File: config.mk
export PLATFORM = sky130hd
export DESIGN_NAME = apb_mem_slave
export DESIGN_NICKNAME = d
export VERILOG_FILES = /design/src/rtl/apb_mem_slave.sv
export SDC_FILE = /design/constraint.sdc
export NUM_CORES = 1
export LEC_CHECK = 0
export ABC_AREA = 1
export CAP_MARGIN = 20
export CORE_AREA = 2 2 207 209
export CTS_BUF_LIST = sky130_fd_sc_hd__clkbuf_8
export DETAILED_ROUTE_END_ITERATION = 8
export DIE_AREA = 0 0 209 211
export MAX_ROUTING_LAYER = met4
export PLACE_DENSITY = 0.76
export SLEW_MARGIN = 20
export SYNTH_ARGS = -nofsm -noshare
export SYNTH_HDL_FRONTEND = slang
export SYNTH_SLANG_ARGS = --single-unit
File: constraint.sdc
create_clock -name pclk -period 4.4 [get_ports pclk]
set_clock_uncertainty 0.1 [all_clocks]
set_input_delay 0.66 -clock pclk [delete_from_list [all_inputs] [get_ports pclk]]
set_output_delay 0.66 -clock pclk [all_outputs]
set_load 0.005 [all_outputs]
File: src/rtl/apb_mem_slave.sv
// APB4 word-addressed memory slave with byte strobes, a read-only low region and range/alignment errors.
// Latency: pready rises WAIT_STATES+1 cycles after the setup cycle; prdata/pslverr are registered and valid alongside it.
// Backpressure: wait states are held by keeping pready low; dropping psel/penable mid-transfer aborts it with no write.
module apb_mem_slave #(
  parameter int DATA_W      = 32,
  parameter int ADDR_W      = 32,
  parameter int DEPTH       = 16,
  parameter int WAIT_STATES = 0,
  parameter int RO_WORDS    = 0
) (
  input  logic                  pclk,
  input  logic                  preset,
  input  logic [ADDR_W-1:0]     paddr,
  input  logic                  psel,
  input  logic                  penable,
  input  logic                  pwrite,
  input  logic [DATA_W-1:0]     pwdata,
  input  logic [DATA_W/8-1:0]   pstrb,
  output logic [DATA_W-1:0]     prdata,
  output logic                  pready,
  output logic                  pslverr
);

  localparam int SW = DATA_W / 8;
  localparam int AL = $clog2(SW);
  localparam int IW = $clog2(DEPTH);
  // Byte-offset bits inside a word; all-zero for an 8-bit bus, so the alignment check vanishes there.
  localparam logic [ADDR_W-1:0] AL_MASK   = ADDR_W'((1 << AL) - 1);
  localparam logic [ADDR_W-1:0] DEPTH_LIM = ADDR_W'(DEPTH);

  typedef enum logic [1:0] {
    S_IDLE,
    S_WAIT,
    S_RESP
  } state_t;

  state_t              state;
  logic [3:0]          cnt;
  logic [IW-1:0]       idx_q;
  logic                wr_q;
  logic                err_q;
  logic [DATA_W-1:0]   wdata_q;
  logic [SW-1:0]       strb_q;
  logic [DATA_W-1:0]   mem [DEPTH];

  // Setup-phase decode on the live address; the full-width index is compared so high bits never alias.
  logic [ADDR_W-1:0]   idx_full;
  logic                misalign;
  logic                range_err;
  logic                ro_err;
  logic                setup_err;
  logic                setup;
  logic                access;
  logic                mem_we;

  assign idx_full  = paddr >> AL;
  assign misalign  = |(paddr & AL_MASK);
  assign range_err = (idx_full >= DEPTH_LIM);
  assign setup_err = misalign | range_err | ro_err;
  assign setup     = psel & ~penable;
  assign access    = psel & penable;

  generate
    if (RO_WORDS > 0) begin : g_ro
      localparam logic [ADDR_W-1:0] RO_LIM = ADDR_W'(RO_WORDS);
      assign ro_err = pwrite & (idx_full < RO_LIM);
    end else begin : g_no_ro
      assign ro_err = 1'b0;
    end
  endgenerate

  // Writes land on the completing RESP edge only; an abort or reset in that cycle suppresses them.
  assign mem_we = (state == S_RESP) & access & wr_q & ~err_q & ~preset;

  // Transfer FSM: capture at setup, count wait states, present one registered response cycle.
  always_ff @(posedge pclk) begin
    if (preset) begin
      state   <= S_IDLE;
      cnt     <= 4'd0;
      prdata  <= '0;
      pready  <= 1'b0;
      pslverr <= 1'b0;
    end else begin
      case (state)
        S_IDLE: begin
          if (setup) begin
            idx_q   <= idx_full[IW-1:0];
            wr_q    <= pwrite;
            wdata_q <= pwdata;
            strb_q  <= pstrb;
            err_q   <= setup_err;
            if (WAIT_STATES == 0) begin
              state   <= S_RESP;
              pready  <= 1'b1;
              pslverr <= setup_err;
              prdata  <= (pwrite || setup_err) ? '0 : mem[idx_full[IW-1:0]];
            end else begin
              state <= S_WAIT;
              cnt   <= 4'(WAIT_STATES);
            end
          end
        end
        S_WAIT: begin
          if (access) begin
            if (cnt == 4'd1) begin
              state   <= S_RESP;
              cnt     <= 4'd0;
              pready  <= 1'b1;
              pslverr <= err_q;
              prdata  <= (wr_q || err_q) ? '0 : mem[idx_q];
            end else begin
              cnt <= cnt - 4'd1;
            end
          end else begin
            // Master let go (or restarted with a new setup): drop the transfer.
            state   <= S_IDLE;
            cnt     <= 4'd0;
            prdata  <= '0;
            pready  <= 1'b0;
            pslverr <= 1'b0;
          end
        end
        S_RESP: begin
          // Completed or aborted, the response lasts exactly one cycle.
          state   <= S_IDLE;
          prdata  <= '0;
          pready  <= 1'b0;
          pslverr <= 1'b0;
        end
        default: begin
          state   <= S_IDLE;
          cnt     <= 4'd0;
          prdata  <= '0;
          pready  <= 1'b0;
          pslverr <= 1'b0;
        end
      endcase
    end
  end

  // Byte-lane write into the array; contents survive reset.
  always_ff @(posedge pclk) begin
    if (mem_we) begin
      for (int b = 0; b < SW; b++) begin
        if (strb_q[b]) mem[idx_q][8*b +: 8] <= wdata_q[8*b +: 8];
      end
    end
  end

endmodule

# Word level (Yosys, flattened, before mapping)
# Memories as Yosys holds them, arrays and structs flattened. A register that Yosys moved wholly into a read port is not among the register bits.
# Index checks and enable logic that the tools add are counted.
[word_totals]
output_inout_bits = 34
reg_bits = 82
ram_bits = 512
elab_cells = 69
mem_count = 1
[classes]
bitwise = 10
n_reduce_logical = 7
n_eq_ne = 5
mux = 34
n_addsub = 1
order_cmp = 1
[mem_list]
columns = ["name", "depth", "word_bits", "rd", "rd_clocked_by_memory_dff", "write_ports", "line", "rtl"]
rows = [
  ["mem", 16, 32, 2, 1, 1, "44", "logic [DATA_W-1:0] mem [DEPTH];"],
]
[op_table]
columns = ["op", "count"]
rows = [
  ["32-bit 2-to-1 mux", 5],
  ["32-bit one-hot mux with 2 select lines", 1],
  ["30-bit by 5-bit >= comparator with 1-bit output, second input constant", 1],
  ["1-bit 2-to-1 mux", 18],
  ["4-bit 2-to-1 mux", 3],
  ["4-bit one-hot mux with 2 select lines", 1],
  ["1-bit AND", 6],
  ["2-bit 2-to-1 mux", 3],
  ["4-bit by 1-bit equality test with 1-bit output, second input constant", 1],
  ["1-bit one-hot mux with 2 select lines", 2],
  ["2-bit one-hot mux with 2 select lines", 1],
  ["2-bit OR reduction", 2],
  ["4-bit by 1-bit subtractor with 4-bit output, second input constant", 1],
  ["3-bit inequality test, second input constant", 1],
  ["1-bit inverter", 3],
  ["3-bit AND reduction", 1],
  ["2-bit by 1-bit equality test with 1-bit output, second input constant", 1],
  ["2-bit equality test, second input constant", 1],
  ["2-bit zero test", 1],
  ["1-bit logical OR", 2],
  ["2-bit inequality test, second input constant", 1],
  ["2-bit AND reduction", 1],
  ["1-bit OR", 1],
]

# Logic depth before layout (Yosys ltp)
[logic_depth]
ltp_word = 7
mapped_depth = 10
depth_no_buf = 7

# Worst setup path before layout
# Ideal clock, no wire load.
[synth_timing]
path_kind = "input to register"
start = "input preset"
end = "register err_q, enable pin"
setup_slack_ns = 0.078
cell_stages = 2
required_ns = 3.806
arrival_time_ns = 3.728
path_buffers = 1
setup_ns = 0.494
cell_sequence = "buf_2 > nor3_1"
[synth_between]
elab_chain_len = 2
[synth_lines]
columns = ["element", "line", "rtl"]
rows = [
  ["from (decl)", "12", "input logic preset,"],
  ["1-bit inverter (no line)", "--", ""],
  ["3-bit AND reduction (no line)", "--", ""],
  ["to (signal assigned)", "91", "err_q <= setup_err;"],
  ["to (decl)", "41", "logic err_q;"],
]
# Every way passes these cells.
# A chain may end at the register's enable or synchronous reset.

# Final worst setup path
[layout_timing]
start = "input psel"
end = "memory mem[0][18], enable pin"
[layout_between]
elab_chain_len = 7
[layout_lines]
columns = ["element", "line", "rtl"]
rows = [
  ["from (decl)", "14", "input logic psel,"],
  ["1-bit AND", "61", "assign access = psel & penable;"],
  ["1-bit AND (4 in series)", "73", "assign mem_we = (state == S_RESP) & access & wr_q & ~err_q & ~preset;"],
  ["1-bit 2-to-1 mux", "143", "if (mem_we) begin"],
  ["1-bit 2-to-1 mux (not written as such)", "145", "if (strb_q[b]) mem[idx_q][8*b +: 8] <= wdata_q[8*b +: 8];"],
  ["to (decl)", "44", ""],
]
# Every way passes these cells.

==> flow_metrics.tcl <==
set metrics [dict create \
    run_status "complete, but fails checks" \
    critical_path_peak_fanout 16 \
    ctsLongestPathBuffers 3 \
    failed_checks "design-rule violations" \
    grt.total_usage_pct 26.9 \
    place_hpwl_um 33800 \
    place_congestion 0.886 \
    cts_resized 0 \
    route.antenna.remaining_nets 0 \
    drv_slew 0 \
    fp.coreArea_um2 41800 \
    worst_hold_slack_ns 0.362 \
    number_of_flops_mapped_to_enable_cells_by_yosys 554 \
    timing.max_cap.violations 0 \
    seq_area_frac_synth_pct 74.7 \
    r2r_cells 5 \
    first_pass_iters 9 \
    synth.yosys.warnings 0 \
    worst_ep_required_time_ns 4.55 \
    crit_path_max_incr_delay_ns 0.75 \
    routed_via_density 5.85 \
    holdCritStartpoint "prdata[11]$_SDFFE_PP0P_" \
    cts_root_buf "clkbuf_8" \
    worst_path_max_delay_cell "nor2_1" \
    finalWorstSetupSlack_ns 1.40 \
    floorplan.initialDensity_pct 55.5 \
    cell_type_with_the_largest_total_area_after_synthesis "edfxtp_1" \
    slew_headroom_pct 28.9 \
    finish.cell_count_without_fillers 2611 \
    critical_path.reg2reg.endpoint "mem[0][18]$_DFFE_PP_" \
    diodes 0 \
    r2r_start "err_q$_DFFE_PP_" \
    placed_cells_incl_taps 2446 \
    clk_pin_slew_worst_paths_ns 0.06 \
    cts-htree-levels 3 \
    rsz0062_at_grt "no" \
    detailroute.via_count 15270 \
    later_pin_clock_latency_in_the_skew_report_ns 0.63 \
    vdd_ir_drop_max_mv 0.300 \
    synth_common_cells "nand2_1 (574), edfxtp_1 (554), nand3_1 (472)" \
    final_nets 2071 \
    placementRows 75 \
    via_count_of_the_first_global_routing_pass 15028 \
    crit_path_cell_trace "clkdlybuf4s50_1, nand3_1, nor3_2, nand2_1, nor2_1" \
    gr-total-overflow 0 \
    routed_wl_um 56800 \
    fin_setup_tns_ns 0 \
    die_height_um 211 \
    yosys-top-cells-area "edfxtp_1 (72%), nand3_1 (10%), nand2_1 (9.3%), dfxtp_1 (2.9%), nor2_1 (1.4%)" \
    holdPathStages 2 \
    syn_area_per_cell_um2 12.2 \
    tightestPinTransition_ns 1.07 \
    finalCritPeriodShare_pct 68.1 \
    placement.io_buffers 106 \
    synth_largest_type_area_fraction_pct 71.8 \
    detailedPlace.worstSlack_ns 0.857 \
    fraction_of_layout_cells_with_a_size_suffix_above_1_pct 8.20 \
    finalHoldViolCount 0 \
    synth_async_sr_flop_share_pct 0 \
    yosys.cell_count.top_type "nand2_1" \
    layout.filler_cells 3066 \
    cp-start-kind "primary input" \
    post_synth_instance_area_um2 23200 \
    die_width_um 209 \
    drt_drc_violations_left 6 \
    max_freq_mhz 334 \
    setup-violations-final 0 \
    number_of_antenna_violations_at_the_first_check_in_global_routing 0 \
    synth-seq-cells 588 \
    grt_start_max_net_pins 252 \
    cts_tree "done" \
    fin_crit_ns 3.00 \
    cts_sinks 588 \
    synthDistinctLibCells 24 \
    first_drt_iteration_drcs 2127 \
    critical-path-top-delay-family "simple AND/OR/NAND/NOR gates" \
    whs_endpoint "prdata[11]$_SDFFE_PP0P_" \
    grt_pass1_wl_um 85900 \
    postSynthCellCount 1907 \
    endpoint_kind "flip-flop" \
    worstPathBufferInverterCount 1 \
    post_cts_hold_buffer_count 0 \
    criticalPathCategory "in2reg" \
    buffers_inserted_by_post_cts_timing_repair 0 \
    setup.reg_to_reg.worst_slack_ns 1.47 \
    floorplan.die_area_um2 44100 \
    syn_to_final_growth_pct 13.0 \
    synth_fp_nets 1980 \
    ys_dominant_reg_cell "edfxtp_1" \
    worstPathArrival_ns 3.14 \
    avgRoutedWirePerCell_um 21.7 \
    io_pins 107 \
    hp-class "reg2reg" \
    inserted_clock_buffers 89 \
    power.static_leakage_nw 9.03 \
    power_density_nw_per_um2 418 \
]
worst max-delay path by stage:
stage / from / endpoint / slack [ns] / cells past startpoint
2_1_floorplan: preset / err_q$_DFFE_PP_ / 0.08 / 2
3_3_place_gp: psel / mem[14][21]$_DFFE_PP_ / 0.95 / 5
3_5_place_dp: psel / mem[0][19]$_DFFE_PP_ / 0.86 / 5
4_1_cts: psel / mem[12][26]$_DFFE_PP_ / 1.51 / 5
5_1_grt: psel / mem[8][27]$_DFFE_PP_ / 1.40 / 5
6_report: psel / mem[0][18]$_DFFE_PP_ / 1.40 / 5
cells by family (layout without fill, tap and decap cells):
logic type	Yosys count	in the layout	share of synthesized area, %
compound gates	33	33	0.874
buf+inv	132	297	2.74
flops	588	588	74.7
simple gates	1154	1154	21.7
sequential cells by signal (all words and copies together) (netlist names):
register  flops
wr_q          1
prdata       32
pslverr       1
idx_q         4
strb_q        4
mem         512
err_q         1
wdata_q      32
state         1
stage by stage:
step	power (W)	instance area, µm²	utilization [%]
6_report	0.0110	26200	62.7
5_1_grt	0.0113	26200	62.7
2_1_floorplan	0.00654	23200	-
3_5_place_dp	0.00674	24500	58.6
4_1_cts	0.0110	26200	62.7
3_3_place_gp	0.00673	24500	58.6
cells in the final DEF (no fill, tap or decap):
master and count:
clkbuf_8 95, buf_6 1, nand2_2 3, inv_1 35, nand3_2 10, buf_4 11, nand2_1 574, clkinv_2 15
edfxtp_1 554, buf_12 3, nand3b_2 1, nor3_2 2, nor3_1 1, nor2_1 87, inv_2 2, buf_2 2
nor3_4 1, inv_6 1, dfxtp_1 34, clkbuf_2 1, clkinvlp_4 4, a21oi_2 10, clkinv_1 19, nor2_2 1
bufinv_16 5, nand4_1 1, a21oi_1 23, nand3_1 472, and2_1 1, clkdlybuf4s50_1 101, inv_4 2
worst min-delay path, cell delays in order (launching register included):
cell	delay [ns]
dfxtp_1	0.31
nand2_1	0.06
a21oi_1	0.05
metal layers:
layer	track usage [%]	share of wire, %	vias up
met2	41.8	46	940
met1	35.2	39	7220
met4	10.4	3.7	0
met3	5.75	11	158
li1	-	-	6952
met5	-	0	-
power by group:
part	switching, W	internal, W
clock	0.00203	0.00229
sequential	0.0000513	0.00609
combinational	0.000327	0.000165
total	0.00240	0.00855
final cells by class:
type / count / area [µm²] / share of cell area [%]
clock buffer: 95 / 1310 / 4.99
clock inverter: 70 / 428 / 1.63
inverter: 13 / 58.8 / 0.224
multi-input combinational: 1187 / 5240 / 20.0
sequential: 588 / 17300 / 66.1
tap: 539 / 674 / 2.57
timing repair buffer: 119 / 1180 / 4.50
Power figures use the tool's default switching activity.
